[src/rtl/serial_sub4.sv]
// Bit-serial ripple subtractor: diff = a - b - bi, one bit per clock, LSB first.
// A single borrow flip-flop replaces the subtractor cell chain; result flagged by a one-cycle done.
module serial_sub4 #(
    parameter int WIDTH = 4
) (
    input  logic             clk,
    input  logic             rst,
    input  logic             start,
    input  logic [WIDTH-1:0] a,
    input  logic [WIDTH-1:0] b,
    input  logic             bi,
    output logic             busy,
    output logic             done,
    output logic [WIDTH-1:0] diff,
    output logic             bout
);

    localparam int IW = (WIDTH > 1) ? $clog2(WIDTH) : 1;
    localparam logic [IW-1:0] LAST_IDX = IW'(WIDTH - 1);

    typedef enum logic [1:0] {
        IDLE  = 2'd0,
        SHIFT = 2'd1,
        DONE  = 2'd2
    } state_t;

    // Full-subtractor borrow for one bit position.
    function automatic logic sub_borrow(input logic x, input logic y, input logic bin);
        return (~x & y) | (~(x ^ y) & bin);
    endfunction

    state_t           state_r, state_s;
    logic [WIDTH-1:0] ra_r, ra_s;
    logic [WIDTH-1:0] rb_r, rb_s;
    logic             br_r, br_s;
    logic [IW-1:0]    idx_r, idx_s;
    logic [WIDTH-1:0] diff_r, diff_s;
    logic             bout_r, bout_s;
    logic             busy_r, done_r;
    logic             x_s, y_s, nb_s;

    // Next-state and datapath update for the serial subtraction.
    always_comb begin
        state_s = state_r;
        ra_s    = ra_r;
        rb_s    = rb_r;
        br_s    = br_r;
        idx_s   = idx_r;
        diff_s  = diff_r;
        bout_s  = bout_r;
        x_s     = ra_r[idx_r];
        y_s     = rb_r[idx_r];
        nb_s    = sub_borrow(x_s, y_s, br_r);

        case (state_r)
            IDLE, DONE: begin
                if (start) begin
                    ra_s    = a;
                    rb_s    = b;
                    br_s    = bi;
                    idx_s   = {IW{1'b0}};
                    diff_s  = {WIDTH{1'b0}};
                    bout_s  = 1'b0;
                    state_s = SHIFT;
                end else begin
                    state_s = IDLE;
                end
            end
            SHIFT: begin
                diff_s[idx_r] = x_s ^ y_s ^ br_r;
                br_s          = nb_s;
                idx_s         = idx_r + {{(IW-1){1'b0}}, 1'b1};
                if (idx_r == LAST_IDX) begin
                    bout_s  = nb_s;
                    state_s = DONE;
                end else begin
                    state_s = SHIFT;
                end
            end
            default: begin
                state_s = IDLE;
            end
        endcase
    end

    // State and datapath registers; status flags are registered from the next state.
    always_ff @(posedge clk) begin
        if (rst) begin
            state_r <= IDLE;
            ra_r    <= {WIDTH{1'b0}};
            rb_r    <= {WIDTH{1'b0}};
            br_r    <= 1'b0;
            idx_r   <= {IW{1'b0}};
            diff_r  <= {WIDTH{1'b0}};
            bout_r  <= 1'b0;
            busy_r  <= 1'b0;
            done_r  <= 1'b0;
        end else begin
            state_r <= state_s;
            ra_r    <= ra_s;
            rb_r    <= rb_s;
            br_r    <= br_s;
            idx_r   <= idx_s;
            diff_r  <= diff_s;
            bout_r  <= bout_s;
            busy_r  <= (state_s == SHIFT);
            done_r  <= (state_s == DONE);
        end
    end

    assign busy = busy_r;
    assign done = done_r;
    assign diff = diff_r;
    assign bout = bout_r;

endmodule

[config.mk]
export PLATFORM = sky130hd
export DESIGN_NAME = serial_sub4
export DESIGN_NICKNAME = d
export VERILOG_FILES = /design/src/rtl/serial_sub4.sv
export SDC_FILE = /design/constraint.sdc
export NUM_CORES = 1
export LEC_CHECK = 0
export BUFFER_PORTS_ARGS = -buffer_cell sky130_fd_sc_hd__clkbuf_2
export CAP_MARGIN = 20
export CORE_MARGIN = 1.5
export CORE_UTILIZATION = 45
export DETAILED_ROUTE_END_ITERATION = 16
export PLACE_DENSITY = 0.68
export SLEW_MARGIN = 40
export SYNTH_ARGS = -nofsm -noshare
export SYNTH_HDL_FRONTEND = slang
export SYNTH_SLANG_ARGS = --single-unit
export TNS_END_PERCENT = 5
[constraint.sdc]
create_clock -name clk -period 2.5 [get_ports clk]
set_clock_uncertainty 0.05 [all_clocks]
set_input_delay 0.5 -clock clk [delete_from_list [all_inputs] [get_ports clk]]
set_output_delay 0.5 -clock clk [all_outputs]
set_load 0.005 [all_outputs]
==> flow_summary_export.csv <==
group,metric,value,unit
synthesis,ys.flop_type,"dfxtp_1",
detailed_routing,wl_met3,49,um
sta,slew_headroom,0.580,
sta,fin_crit_sh,0.812,
placed_design,place_ws,0.497,ns
sta,drv_slew,0,
worst_setup_path,arrival,2.21,ns
placed_design,place.port_buffers,18,
detailed_routing,route.vias.total,703,
worst_setup_path,reg2reg_depth,5,
finish,antenna_cells,0,
placed_design,placed_cells,137,
floorplanning,fp.dieW,47.9,um
detailed_routing,wl_met2,712,um
synthesis,yosysTopAreaCellShare,0.442,
sta,tightest_slew,0.630,ns
worst_hold_path,holdPathEnd,"rb_r[2]",
detailed_routing,wl,1.46,mm
clock_network,cts_resized,0,
synthesis,synth-warning-count,0,
sta,setup_tns,0,ns
worst_setup_path,reg2reg_to,"bout",
clock_network,root_buffer,"clkbuf_4",
worst_hold_path,hp-class,"primary input to register",
placed_design,dp_hpwl,1.09,mm
synthesis,yosysMostFrequentCell,"dfxtp_1",
sta,fmax,492,MHz
worst_setup_path,crit_path_max_fanout,6,
floorplanning,die_area,2290,um2
worst_setup_path,r2r-start,"idx_r[0]",
worst_setup_path,cp-end-kind,"register",
finish,n_fill_cell,196,
clock_network,cts_tree,"done",
clock_network,clkLatencyLatePin,0.29,ns
clock_network,ctsHoldBuffers,0,
global_routing,grt-ovfl-total,0,
worst_setup_path,startpoint_type,"register",
detailed_routing,wl_per_cell,10.4,um
finish,layout-drive-gt1-share,0.237,
synthesis,netlist_area,906,um2
finish,final_nets,132,
clock_network,post_cts_buffers,0,
sta,fin_crit,2.03,ns
clock_network,cts.path.max_buffers,2,
clock_network,path_clk_slew,0.11,ns
synthesis,synth_async_sr_flop_share,0,
global_routing,grt_max_degree,21,
power,p_per_area,605,nW/um2
finish,multi_input_area,414,um2
clock_network,cts-buffers-inserted,3,
synthesis,synth_edf_count,0,
power,p_leak,0.408,nW
global_routing,grt_pass1_wl,2.36,mm
synthesis,synth_commonest_cells,"20 x dfxtp_1, 18 x nand2_1, 15 x a21oi_1",
status,status,"completed",
finish,ff_latch_area,400,um2
synthesis,syn_avg_cell_area,9.24,um2
worst_hold_path,min_path_cells,3,
floorplanning,die_h,47.9,um
global_routing,grt_pass1_vias,515,
floorplanning,fp.coreArea,1920,um2
synthesis,ys_seq_elements,20,
power,vdd_drop_max,348,uV
sta,setup_viol,0,
synthesis,synth_cell_types,24,
floorplanning,rows,16,
detailed_routing,dr.pass1.iters,4,
floorplanning,ios,19,
sta,rsz0062_at_grt,"false",
detailed_routing,highest_layer,"met4",
placed_design,gp_congestion,0.769,
synthesis,yosysSeqAreaShare,0.442,
detailed_routing,vias_per_cell,4.99,
detailed_routing,drc_errors,0,
global_routing,antenna_found_initial,0,
detailed_routing,final_antenna_net_count,0,
global_routing,track_usage,0.149,
detailed_routing,drt_iter0_drc,11,
finish,final_cells,141,
sta,final-hold-violation-count,0,
sta,finalWorstSetupSlack,0.469,ns
worst_hold_path,hold_start,"b[2]",
clock_network,cts_max_level,1,
worst_setup_path,cp.required,2.68,ns
floorplanning,initial_core_util,0.471,
job,drv_cap,0,
synthesis,syn_nets,115,
worst_setup_path,path_class,"register to register",
synthesis,synth_area_leaders,"dfxtp_1 44%, a21oi_1 8.3%, nand2_1 7.5%, ha_1 5.5%, mux4_2 5.0%",
synthesis,yosysTopAreaCell,"dfxtp_1",
detailed_routing,wl_met1,691,um
finish,area_growth,10.5,%
clock_network,cts.sinks,20,
worst_setup_path,r2r_slack,0.47,ns
synthesis,syn_inst,98,
==> how the worst max path moves through the flow <==
stage          cells past startpoint  slack, ns     start   end
2_1_floorplan                      5       0.62  idx_r[0]  bout
3_3_place_gp                       5       0.54  idx_r[0]  bout
3_5_place_dp                       5       0.50  idx_r[0]  bout
4_1_cts                            5       0.45  idx_r[0]  bout
5_1_grt                            5       0.37  idx_r[0]  bout
6_report                           5       0.47  idx_r[0]  bout
==> power by group <==
part | internal (W) | total, W | switching [W]
logic | 0.0000345 | 0.0000779 | 0.0000434
registers | 0.000334 | 0.000345 | 0.0000109
clock network | 0.0000887 | 0.000183 | 0.0000941
total | 0.000457 | 0.000605 | 0.000148
==> area by class of cell <==
| type | count | area share |
|---|---|---|
| flip-flops and latches | 20 | 0.400 |
| multi-input cells | 65 | 0.414 |
| well taps | 27 | 0.0338 |
| inverters | 7 | 0.0263 |
| repair buffers | 18 | 0.0900 |
| clock buffers | 4 | 0.0363 |
==> routing by layer <==
| layer | track usage | up-vias |
|---|---|---|
| met5 | 0 | - |
| met3 | 0.0340 | 2 |
| met4 | 0.0486 | 0 |
| met2 | 0.216 | 14 |
| li1 | - | 361 |
| met1 | 0.218 | 326 |
==> state kept, by name, summed over array words and instances, names as in the netlist <==
name	cells
state_r	2
done	1
ra_r	4
diff	4
rb_r	4
busy	1
br_r	1
bout	1
idx_r	2
==> through the flow <==
stage | total power (W) | cell area, um2 | utilization | hold slack (ns)
after floorplan | 0.000420 | 906 | - | 0.380
after global placement | 0.000429 | 965 | 0.502 | 0.397
after detailed placement | 0.000431 | 965 | 0.502 | 0.401
after CTS | 0.000612 | 1000 | 0.521 | 0.357
after global routing | 0.000642 | 1000 | 0.521 | 0.362
final | 0.000605 | 1000 | 0.521 | 0.364
==> critical path, cell delays in order, from the launching register on <==
cell	delay [ns]
dfxtp_1	0.50
mux4_2	0.56
fa_1	0.41
and4bb_2	0.29
a31oi_1	0.04
nor2_1	0.12
==> cells by family (layout without fill, tap and decap cells) <==
| group | count (synthesis) | in the layout | share of synthesized area |
|---|---|---|---|
| AOI/OAI and AO/OA | 21 | 21 | 0.133 |
| adders and majority gates | 5 | 5 | 0.0774 |
| buffers and inverters | 13 | 29 | 0.101 |
| DFF | 20 | 20 | 0.442 |
| muxes | 2 | 2 | 0.0497 |
| and+or+nand+nor | 37 | 37 | 0.198 |
==> cell usage in the layout, fill, tap and decap left out, drive strengths merged <==
| cell | synthesis | routed |
|---|---|---|
| mux4 | 2 | 2 |
| dfxtp | 20 | 20 |
| nand2 | 18 | 18 |
| nand2b | 2 | 2 |
| a2bb2oi | 1 | 1 |
| inv | 7 | 7 |
| nor2b | 2 | 2 |
| fa | 1 | 1 |
| nand3 | 8 | 8 |
| o211ai | 3 | 3 |
| nor2 | 5 | 5 |
| nand3b | 1 | 1 |
| ha | 4 | 4 |
| o21a | 1 | 1 |
| and4bb | 1 | 1 |
| a31oi | 1 | 1 |
| clkbuf | 2 | 22 |
| a21oi | 15 | 15 |
Power figures use the tool's default switching activity.
